File: config.mk
export PLATFORM = sky130hd
export DESIGN_NAME = wb_bus_initiator
export DESIGN_NICKNAME = d
export VERILOG_FILES = /design/src/rtl/wb_bus_initiator.sv
export SDC_FILE = /design/constraint.sdc
export NUM_CORES = 1
export LEC_CHECK = 0
export CORE_MARGIN = 3
export CORE_UTILIZATION = 37
export CTS_CLUSTER_DIAMETER = 120
export DETAILED_ROUTE_END_ITERATION = 6
export PLACE_DENSITY = 0.76
export SLEW_MARGIN = 20
export SYNTH_ARGS = -nofsm -noshare
export SYNTH_HDL_FRONTEND = slang
export SYNTH_SLANG_ARGS = --single-unit
File: constraint.sdc
create_clock -name wb_clk_i -period 1.36 [get_ports wb_clk_i]
set_input_delay 0.204 -clock wb_clk_i [delete_from_list [all_inputs] [get_ports wb_clk_i]]
set_output_delay 0.204 -clock wb_clk_i [all_outputs]
set_load 0.005 [all_outputs]
File: src/rtl/wb_bus_initiator.sv
// Wishbone classic single-transfer initiator: one command, one CYC/STB cycle, one response. STB follows the command edge; rsp_valid follows the ACK/ERR edge.
// cmd_ready stays low until the response is taken. WB_INIT_TIMEOUT_EN adds an STB watchdog that aborts after TIMEOUT cycles.
module wb_bus_initiator #(
  parameter int unsigned TIMEOUT = 255
) (
  input  logic        wb_clk_i,
  input  logic        wb_rst_ni,
  input  logic        cmd_valid,
  output logic        cmd_ready,
  input  logic        cmd_we,
  input  logic [31:0] cmd_adr,
  input  logic [31:0] cmd_dat,
  input  logic [3:0]  cmd_sel,
  output logic        rsp_valid,
  input  logic        rsp_ready,
  output logic [31:0] rsp_dat,
  output logic        rsp_err,
  output logic        rsp_timeout,
  output logic        wbm_cyc_o,
  output logic        wbm_stb_o,
  output logic        wbm_we_o,
  output logic [31:0] wbm_adr_o,
  output logic [31:0] wbm_dat_o,
  output logic [3:0]  wbm_sel_o,
  input  logic [31:0] wbm_dat_i,
  input  logic        wbm_ack_i,
  input  logic        wbm_err_i,
  output logic        busy
);

  typedef enum logic [1:0] {
    IDLE = 2'd0,
    BUS  = 2'd1,
    RESP = 2'd2
  } state_t;

  state_t      state_q, state_d;
  logic        we_q, we_d;
  logic [31:0] adr_q, adr_d;
  logic [31:0] dat_q, dat_d;
  logic [3:0]  sel_q, sel_d;
  logic [31:0] rsp_dat_q, rsp_dat_d;
  logic        rsp_err_q, rsp_err_d;
`ifdef WB_INIT_TIMEOUT_EN
  localparam logic [15:0] TO_LAST = 16'(TIMEOUT - 1);
  logic [15:0] wd_q, wd_d;
  logic        rsp_timeout_q, rsp_timeout_d;
`endif

  if (TIMEOUT < 2 || TIMEOUT > 65535) begin : g_bad_timeout
    $error("wb_bus_initiator: TIMEOUT must be within 2..65535");
  end

  always_comb begin
    state_d   = state_q;
    we_d      = we_q;
    adr_d     = adr_q;
    dat_d     = dat_q;
    sel_d     = sel_q;
    rsp_dat_d = rsp_dat_q;
    rsp_err_d = rsp_err_q;
`ifdef WB_INIT_TIMEOUT_EN
    wd_d          = wd_q;
    rsp_timeout_d = rsp_timeout_q;
`endif
    unique case (state_q)
      IDLE: begin
        if (cmd_valid) begin
          we_d    = cmd_we;
          adr_d   = cmd_adr;
          dat_d   = cmd_dat;
          sel_d   = cmd_sel;
          state_d = BUS;
`ifdef WB_INIT_TIMEOUT_EN
          wd_d = '0;
`endif
        end
      end
      BUS: begin
        // ERR outranks ACK when a slave raises both in the same cycle.
        if (wbm_err_i) begin
          rsp_err_d = 1'b1;
          rsp_dat_d = '0;
          state_d   = RESP;
`ifdef WB_INIT_TIMEOUT_EN
          rsp_timeout_d = 1'b0;
`endif
        end else if (wbm_ack_i) begin
          rsp_err_d = 1'b0;
          rsp_dat_d = we_q ? 32'h0 : wbm_dat_i;
          state_d   = RESP;
`ifdef WB_INIT_TIMEOUT_EN
          rsp_timeout_d = 1'b0;
`endif
        end
`ifdef WB_INIT_TIMEOUT_EN
        else if (wd_q == TO_LAST) begin
          rsp_err_d     = 1'b1;
          rsp_timeout_d = 1'b1;
          rsp_dat_d     = '0;
          state_d       = RESP;
        end else begin
          wd_d = wd_q + 16'd1;
        end
`endif
      end
      RESP: begin
        if (rsp_ready) state_d = IDLE;
      end
      default: state_d = IDLE;
    endcase
  end

  always_ff @(posedge wb_clk_i or negedge wb_rst_ni) begin
    if (!wb_rst_ni) begin
      state_q   <= IDLE;
      we_q      <= 1'b0;
      adr_q     <= '0;
      dat_q     <= '0;
      sel_q     <= '0;
      rsp_dat_q <= '0;
      rsp_err_q <= 1'b0;
`ifdef WB_INIT_TIMEOUT_EN
      wd_q          <= '0;
      rsp_timeout_q <= 1'b0;
`endif
    end else begin
      state_q   <= state_d;
      we_q      <= we_d;
      adr_q     <= adr_d;
      dat_q     <= dat_d;
      sel_q     <= sel_d;
      rsp_dat_q <= rsp_dat_d;
      rsp_err_q <= rsp_err_d;
`ifdef WB_INIT_TIMEOUT_EN
      wd_q          <= wd_d;
      rsp_timeout_q <= rsp_timeout_d;
`endif
    end
  end

  // Handshake and bus strobes decode straight from the state flop, so reset drops CYC/STB at once.
  assign cmd_ready = (state_q == IDLE);
  assign wbm_cyc_o = (state_q == BUS);
  assign wbm_stb_o = (state_q == BUS);
  assign rsp_valid = (state_q == RESP);
  assign busy      = (state_q != IDLE);
  assign wbm_we_o  = we_q;
  assign wbm_adr_o = adr_q;
  assign wbm_dat_o = dat_q;
  assign wbm_sel_o = sel_q;
  assign rsp_dat   = rsp_dat_q;
  assign rsp_err   = rsp_err_q;
`ifdef WB_INIT_TIMEOUT_EN
  assign rsp_timeout = rsp_timeout_q;
`else
  assign rsp_timeout = 1'b0;
`endif

endmodule
==> run metrics <==
run status complete, but fails checks; violated checks setup timing; clock network fraction of design power 0.186; leading post-synthesis cells by cell area dfrtp_1 57%, mux2_4 23%, mux2i_1 7.1%, buf_12 4.8%, inv_1 2.8%; top cell type's share of synthesized area 0.573; count of routing violations after the opening detailed-route iteration 210; Synth top cells by count 104 x dfrtp_1, 69 x mux2_4, 34 x inv_1, 33 x nand2_1, 32 x mux2i_1; number of violations of the max-capacitance limit 0; final hold violation count 0; global-route wire length before repair 18.4 mm; Synth cell types 18; number of nets with antenna violations after detailed routing 0; critical path endpoint category flop; Max Transition Viols Final 0; clk slew on worst S/H paths 0.07 ns; synthesized area per cell 15.1 um^2; fin nets 675; required time of the worst setup path 1.59 ns; vias in the first global route 3504; number of antenna violations at the first check in global routing 0; library cell with the largest summed area after synthesis dfrtp_1; relative contribution of combinational cells to total power 0.489; Hold WS 0.237 ns; total power per unit cell area 2130 mW/mm^2; internal portion of total power 11.6 mW; synth-to-layout area growth 67.5%; proportion of power drawn by flip-flops and latches 0.325; maximum number of buffers from clock root to sink 2; Max rail drop VDD 1.07 mV; number of instances in the synthesized netlist 300; area of the multi-input gates 0.00160 mm^2; Sw Pwr 4.59 mW; crit path max fanout 7; Final Cycle Share 1.21; placed inst area 0.00677 mm^2; upper clock frequency limit 608 MHz; arrival time reported for the critical path endpoint 1.88 ns; overall die area 0.0136 mm^2; total inserted antenna cells 0; maximum number of pins on one net before global-route repair 51; area of the core 0.0117 mm^2; number of buffers added by the clock tree synthesis step 9; starting utilization of the core area 0.388; number of top-level design ports 215; Sequential Area 0.00260 mm^2; remaining global-route overflow 0; register bit count reported by yosys 104; Clock Tree Root clkbuf_16; number of levels the H-tree was split into 3; most common flop cell mapped by yosys dfrtp_1; Lkg Pwr 3.68 nW; via count 3220; Post-synth EDFFs 0; crit path setup slack, layout -0.285 ns; number of sinks on the clock net 104; classification of the worst setup path flop to flop; final setup skew 0.00709 ns; Period minus WS final 1.65 ns; Post-Route WL 12.3 mm; Syn Std Cell Area 0.00454 mm^2; global placer's final weighted congestion 0.734; count of final setup violators 98; standard-cell rows 39; layout filler cell count 901; number of remaining DRC errors 0; count of input and output buffers 213; TritonCTS clock tree done; half-perimeter wire length of the detailed placement result 8.42 mm; vertical extent of the die 117 um; overall power of the completed layout 16.2 mW; fraction of the yosys area taken by sequential cells 0.573; global router's overall resource usage 0.178; RSZ-0062 raised after global routing yes; summed area of non-filler cells in the final layout 0.00760 mm^2; post-detailed-route wirelength per cell 17.2 um; post-synthesis async set-or-reset flop share 1.00; detail-routed via count per cell 4.50; number of nets in the synthesized netlist 407; width of the die 117 um; most instantiated library cell after synthesis dfrtp_1; Yosys warning total 0; first-pass detailed-route iteration total 4; latest clock arrival within the worst-skew pair 0.35 ns; Tightest Hold Check Type input pin to async pin; proportion of total power due to net switching 0.283; type of element launching the critical path flop; ratio of cells with drive above 1 in the final layout 0.279
[stage by stage]
step	std cells	setup WS (ns)	setup TNS, ns	utilization
floorplan	300	-0.0228	-1.55	-
global placement	654	-0.192	-16.96	0.578
detailed placement	654	-0.193	-15.90	0.578
CTS	712	-0.322	-20.19	0.645
global route	716	-0.355	-26.22	0.649
finish	716	-0.285	-19.54	0.649
[per-layer routing]
layer | wire length [um] | track usage | vias up
li1 | - | - | 1511
met4 | 168 | 0.0535 | 0
met2 | 6290 | 0.307 | 126
met1 | 4850 | 0.208 | 1570
met5 | 0 | 0 | -
met3 | 996 | 0.0663 | 13
[cell type report]
| cell class | instances | area share |
|---|---|---|
| repair buffers | 274 | 0.361 |
| inverters | 34 | 0.0168 |
| clock buffers | 10 | 0.0314 |
| well taps | 143 | 0.0235 |
| multi-input cells | 145 | 0.210 |
| flip-flops and latches | 104 | 0.342 |
| clock inverters | 6 | 0.0153 |
[sequential cells by signal (all words and copies together) (netlist names)]
| signal | cells |
|---|---|
| rsp_err | 1 |
| wbm_we_o | 1 |
| rsp_dat | 32 |
| state_q | 2 |
| wbm_adr_o | 32 |
| wbm_sel_o | 4 |
| wbm_dat_o | 32 |
[cells in the final DEF (no fill, tap or decap), drive strengths merged]
| cell type | count |
|---|---|
| a22o | 1 |
| mux2 | 69 |
| mux2i | 32 |
| and2 | 1 |
| and2b | 1 |
| buf | 63 |
| clkdlybuf4s50 | 105 |
| dfrtp | 104 |
| conb | 1 |
| nand2 | 33 |
| clkinv | 3 |
| bufinv | 3 |
| clkbuf | 13 |
| dlygate4sd2 | 102 |
| nor2b | 2 |
| inv | 34 |
| dlygate4sd3 | 1 |
| nor2 | 3 |
| a21o | 2 |
[worst max-delay path: stages (launching register included)]
cell and delay (ns):
dfrtp_1 0.40, buf_6 0.13, nor2_4 0.11, buf_6 0.10
and2_4 0.18, buf_12 0.15, clkbuf_16 0.16, mux2_4 0.29
[cells by family (layout without fill, tap and decap cells)]
logic type / after synthesis / in the layout / share of synthesized area
other: 1 / 1 / 0.000826
AO/OA/AOI/OAI: 3 / 3 / 0.00523
buffers and inverters: 51 / 324 / 0.0849
AND/OR/NAND/NOR: 40 / 40 / 0.0372
flip-flops: 104 / 104 / 0.573
multiplexers: 101 / 101 / 0.299
[timing repair]
item	in CTS	in global routing
setup endpoints to repair	198	108
pin swaps	1	2
buffers inserted	36	9
gates resized for setup	147	18
gates cloned	6	2
hold endpoints to repair	104	0
hold buffers	1	0
[power by group through the flow]
| stage | logic (mW) | registers, mW | clock network (mW) |
|---|---|---|---|
| after global routing | 8.49 | 5.49 | 3.24 |
| after CTS | 7.88 | 5.28 | 3.10 |
| after global placement | 7.16 | 5.36 | 0 |
| after floorplan | 3.55 | 5.42 | 0 |
| after detailed placement | 7.32 | 5.39 | 0 |
| final | 7.94 | 5.28 | 3.01 |
[worst paths after layout]
| check | to | start | slack, ns | cells past startpoint |
|---|---|---|---|---|
| setup / recovery | wbm_adr_o[25] | state_q[0] | -0.29 | 7 |
| hold / removal | wbm_adr_o[1] | wb_rst_ni | 0.24 | 2 |
| setup reg to reg | wbm_adr_o[25] | state_q[0] | -0.29 | 7 |
| hold reg to reg | wbm_dat_o[20] | wbm_dat_o[20] | 0.50 | 1 |
| max in group asynchronous | wbm_dat_o[3] | wb_rst_ni | 0.61 | 3 |
| min in group wb_clk_i | rsp_dat[26] | wbm_dat_i[26] | 0.40 | 3 |
No activity file was read; power rests on OpenSTA's default activity.
==> RTL edit 1: new RTL, same flow settings <==
Reset style: synchronous (`wb_rst_ni`), changed in one clocked block.
--- a/src/rtl/wb_bus_initiator.sv
+++ b/src/rtl/wb_bus_initiator.sv
@@ -111,7 +111,7 @@
     endcase
   end
 
-  always_ff @(posedge wb_clk_i or negedge wb_rst_ni) begin
+  always_ff @(posedge wb_clk_i) begin
     if (!wb_rst_ni) begin
       state_q   <= IDLE;
       we_q      <= 1'b0;
Behaviour: differs if wb_rst_ni is asserted again (counterexample within 4 cycles, from zero or initial values and one cycle with wb_rst_ni low); with wb_rst_ni held inactive, the same outputs for 10 cycles.
==> RTL edit 1 against the original RTL <==
The run still ends with setup timing left; critical path depth is 1 higher; synthesized area shrank 14%; routed wire length increased by 9.6%; cell area is 11% lower; sequential cell count unchanged; hold slack better by 0.12 ns; non-clock buffer count down 18; setup slack better by 0.19 ns; critical path type unchanged; critical endpoint is now wbm_adr_o[24]$_SDFFE_PN0P_.
Power is not compared: it rests on default switching activity, and its combinational part moved more than twofold at a synthesized area within 25%.
==> RTL edit 1: results (changes against the original RTL) <==
metric,value,unit,change
violated checks,setup timing,,unchanged
setup total negative slack,-1.85,ns,was -19.54 ns
leading post-synthesis cells by instance count,"104 x dfxtp_1, 102 x nand2_1, 70 x o21ai_0",,"was 104 x dfrtp_1, 69 x mux2_4, 34 x inv_1"
via count of the first global-routing pass,3801,,was 3504
worst clock skew on the final layout,0.0110,ns,was 0.00709 ns
Synth async-reset ratio,0,,was 1.00
placed standard-cell area,6180,um2,was 6770 um2
global-route wire length before repair,19200,um,was 18400 um
root buffer selected by CTS,clkbuf_8,,was clkbuf_16
global-route usage over all layers,0.205,,was 0.178
fin nets,802,,was 675
Syn Nets,581,,was 407
largest stage delay on the critical path,0.38,ns,was 0.40 ns
cell with the largest stage delay on the worst path,dfxtp_4,,was dfrtp_1
average footprint of a synthesized cell,8.19,um2,was 15.1 um2
Reg2Reg Launch Point,state_q[1]$_SDFFE_PN0P_,,was state_q[0]$_DFFE_PN0P_
number of cells after detailed placement,792,,was 654
Final Wtd Congestion,0.786,,was 0.734
FF-to-FF End,wbm_adr_o[24]$_SDFFE_PN0P_,,was wbm_adr_o[25]$_DFFE_PN0P_
Vias per Instance,5.05,,was 4.50
Crit Path Max Fanout,15,,was 7
share of synthesized area spent on multiplexers,0,,was 0.299
result of the run,"complete, but fails checks",,unchanged
worst endpoint data arrival time,1.75,ns,was 1.88 ns
final-report setup violation count,42,,was 98
pre-CTS WS,-0.185,ns,was -0.193 ns
First DRT Iteration DRCs,257,,was 210
min setup slack post-route,-0.0936,ns,was -0.285 ns
library cells used by synthesis,23,,was 18
-- RTL edit 1: how the worst max path moves through the flow --
stage                       startpoint                          to  slack [ns]
2_1_floorplan  state_q[1]$_SDFFE_PN0P_   wbm_adr_o[8]$_SDFFE_PN0P_        0.19
3_3_place_gp                 cmd_valid   wbm_adr_o[9]$_SDFFE_PN0P_       -0.14
3_5_place_dp                 cmd_valid   wbm_adr_o[0]$_SDFFE_PN0P_       -0.18
4_1_cts        state_q[0]$_SDFFE_PN0P_   wbm_dat_o[9]$_SDFFE_PN0P_       -0.06
5_1_grt        state_q[1]$_SDFFE_PN0P_   wbm_dat_o[9]$_SDFFE_PN0P_       -0.18
6_report       state_q[1]$_SDFFE_PN0P_  wbm_adr_o[24]$_SDFFE_PN0P_       -0.09
-- RTL edit 1: timing repair --
action,in CTS,in global routing
cloned,5,7
resized for setup,208,43
pin swaps,2,4
buffers inserted,16,2
endpoints found under the setup margin,147,109
-- RTL edit 1: area by class of cell --
| type | instances | area [um2] |
|---|---|---|
| sequential | 104 | 2160 |
| inverter | 1 | 3.75 |
| multi-input combinational | 323 | 1620 |
| clock buffer | 9 | 124 |
| tap | 133 | 166 |
| clock inverter | 7 | 98.8 |
| fill | 826 | 3220 |
| timing repair buffer | 256 | 2620 |
-- RTL edit 1: per-layer routing --
metal	part of all wire	vias to the layer above	global-route usage
li1	-	2071	-
met1	0.39	1952	0.237
met2	0.51	166	0.371
met3	0.086	17	0.0567
met4	0.015	0	0.0559
met5	0	-	0
-- RTL edit 1: tightest hold or removal path, cell delays in order --
cell and delay (ns):
buf_4 0.14, buf_12 0.18, o21a_1 0.12
-- RTL edit 1: cell families after synthesis --
family          Yosys count
simple gates            213
compound gates          105
flops                   104
buf+inv                  51
other cells               1
==> RTL edit 2: new RTL, same flow settings <==
Made on the original files. Build with the macro `WB_INIT_TIMEOUT_EN` defined.
--- a/src/rtl/wb_bus_initiator.sv
+++ b/src/rtl/wb_bus_initiator.sv
@@ -1,5 +1,7 @@
 // Wishbone classic single-transfer initiator: one command, one CYC/STB cycle, one response. STB follows the command edge; rsp_valid follows the ACK/ERR edge.
 // cmd_ready stays low until the response is taken. WB_INIT_TIMEOUT_EN adds an STB watchdog that aborts after TIMEOUT cycles.
+`define WB_INIT_TIMEOUT_EN
+
 module wb_bus_initiator #(
   parameter int unsigned TIMEOUT = 255
 ) (
Formal check against the unedited RTL: same outputs for any inputs over 4 cycles, from zero or initial values and one cycle with wb_rst_ni low; that may be too few to reach the edited logic, so the function may still have changed.
==> RTL edit 2 against the original RTL <==
The run still ends with setup timing left; synthesized area rose by 13%; sequential cell count up 17; routed wire length grew 65%; non-clock buffer count grew 59; total power grew 29%; sequential share of layout area decreased by 4.2 points; critical path depth is 2 lower; cell area is 33% higher; setup slack got worse by 0.19 ns; largest cell class unchanged; highest routed layer unchanged.
==> RTL edit 2: results (changes against the original RTL) <==
metric,value,unit,change
cell with the largest stage delay on the worst path,or4_1,,was dfrtp_1
final-layout clock buffer total,20,,was 10
fill cell count,886,,was 901
number of I/O port buffers,214,,was 213
number of sequential storage elements,121,,was 104
sequential fraction of the synthesis area,0.592,,was 0.573
level count of the clock H-tree,4,,was 3
FF-to-FF End,wd_q[15]$_DFFE_PN0P_,,was wbm_adr_o[25]$_DFFE_PN0P_
Layout non-clock buf frac,0.362,,was 0.361
FF+latch area,3030,um2,was 2600 um2
global-route usage over all layers,0.268,,was 0.178
Gate Count Post-Synth,544,,was 300
worst vdd rail ir drop,1250,uV,was 1070 uV
met3 routing resource usage after global routing,0.0714,,was 0.0663
final-report setup violation count,126,,was 98
result of the run,"complete, but fails checks",,unchanged
Crit. Startpoint,state_q[1]$_DFFE_PN0P_,,was state_q[0]$_DFFE_PN0P_
Crit Path Max Fanout,4,,was 7
number of buffers outside the clock class in the layout,333,,was 274
maximum number of pins on one net before global-route repair,64,,was 51
min setup slack post-route,-0.478,ns,was -0.285 ns
proportion of cell area spent on the clock network,0.0609,,was 0.0467
multi-input gate area in the final layout,2420,um2,was 1600 um2
Vias per Instance,4.98,,was 4.50
met1 capacity usage during global routing,0.319,,was 0.208
violated checks,setup timing,,unchanged
leading post-synthesis cells by instance count,"248 x nand2_1, 121 x dfrtp_1, 38 x inv_1",,"was 104 x dfrtp_1, 69 x mux2_4, 34 x inv_1"
via count of the first global-routing pass,5664,,was 3504
nonclk inv count,39,,was 34
Syn Nets,653,,was 407
## RTL edit 2: cell families after synthesis
logic type      Yosys count  share of synthesized area
compound gates           29                     0.0392
xor+xnor                  1                    0.00171
mux                      34                     0.0666
buf+inv                  65                     0.0551
flops                   121                      0.592
fa+ha+maj                 2                    0.00490
simple gates            292                      0.240
## RTL edit 2: report_power, final
group / internal [mW] / leakage [nW] / total, mW / switching, mW
clock: 3.01 / 0.302 / 4.68 / 1.66
sequential: 5.08 / 1.56 / 6.12 / 1.04
combinational: 5.76 / 3.10 / 10.2 / 4.45
total: 13.8 / 4.97 / 21.0 / 7.15
## RTL edit 2: through the flow
| stage | area (um2) | hold slack (ns) | util | worst slack, ns | setup TNS [ns] |
|---|---|---|---|---|---|
| finish | 10100 | 0.125 | 0.753 | -0.478 | -40.76 |
| global route | 10100 | 0.125 | 0.753 | -0.561 | -47.74 |
| CTS | 9820 | 0.119 | 0.732 | -0.412 | -29.42 |
| detailed placement | 7850 | 0.0110 | 0.586 | -0.563 | -28.74 |
| global placement | 7850 | 0.0132 | 0.586 | -0.588 | -22.64 |
| floorplan | 5150 | -0.0916 | - | -0.355 | -14.25 |
## RTL edit 2: timing repair
item,CTS,global route
setup endpoints to repair,229,130
setup buffers,33,16
resized for setup,284,52
hold buffers,1,0
hold endpoints to repair,121,0
cloned,22,1
pin swaps,146,17
## RTL edit 2: critical path, delay by kind of cell, from the launching register on
kind / cells / cell delay, ns
simple gates: 3 / 0.96
compound gates: 1 / 0.20
buf+inv: 1 / 0.15
flops: 1 / 0.44
## RTL edit 2: per-layer routing
layer / share of wire / up-vias
met2: 0.52 / 220
li1: - / 2398
met5: 0 / -
met3: 0.071 / 41
met1: 0.38 / 2622
met4: 0.025 / 0
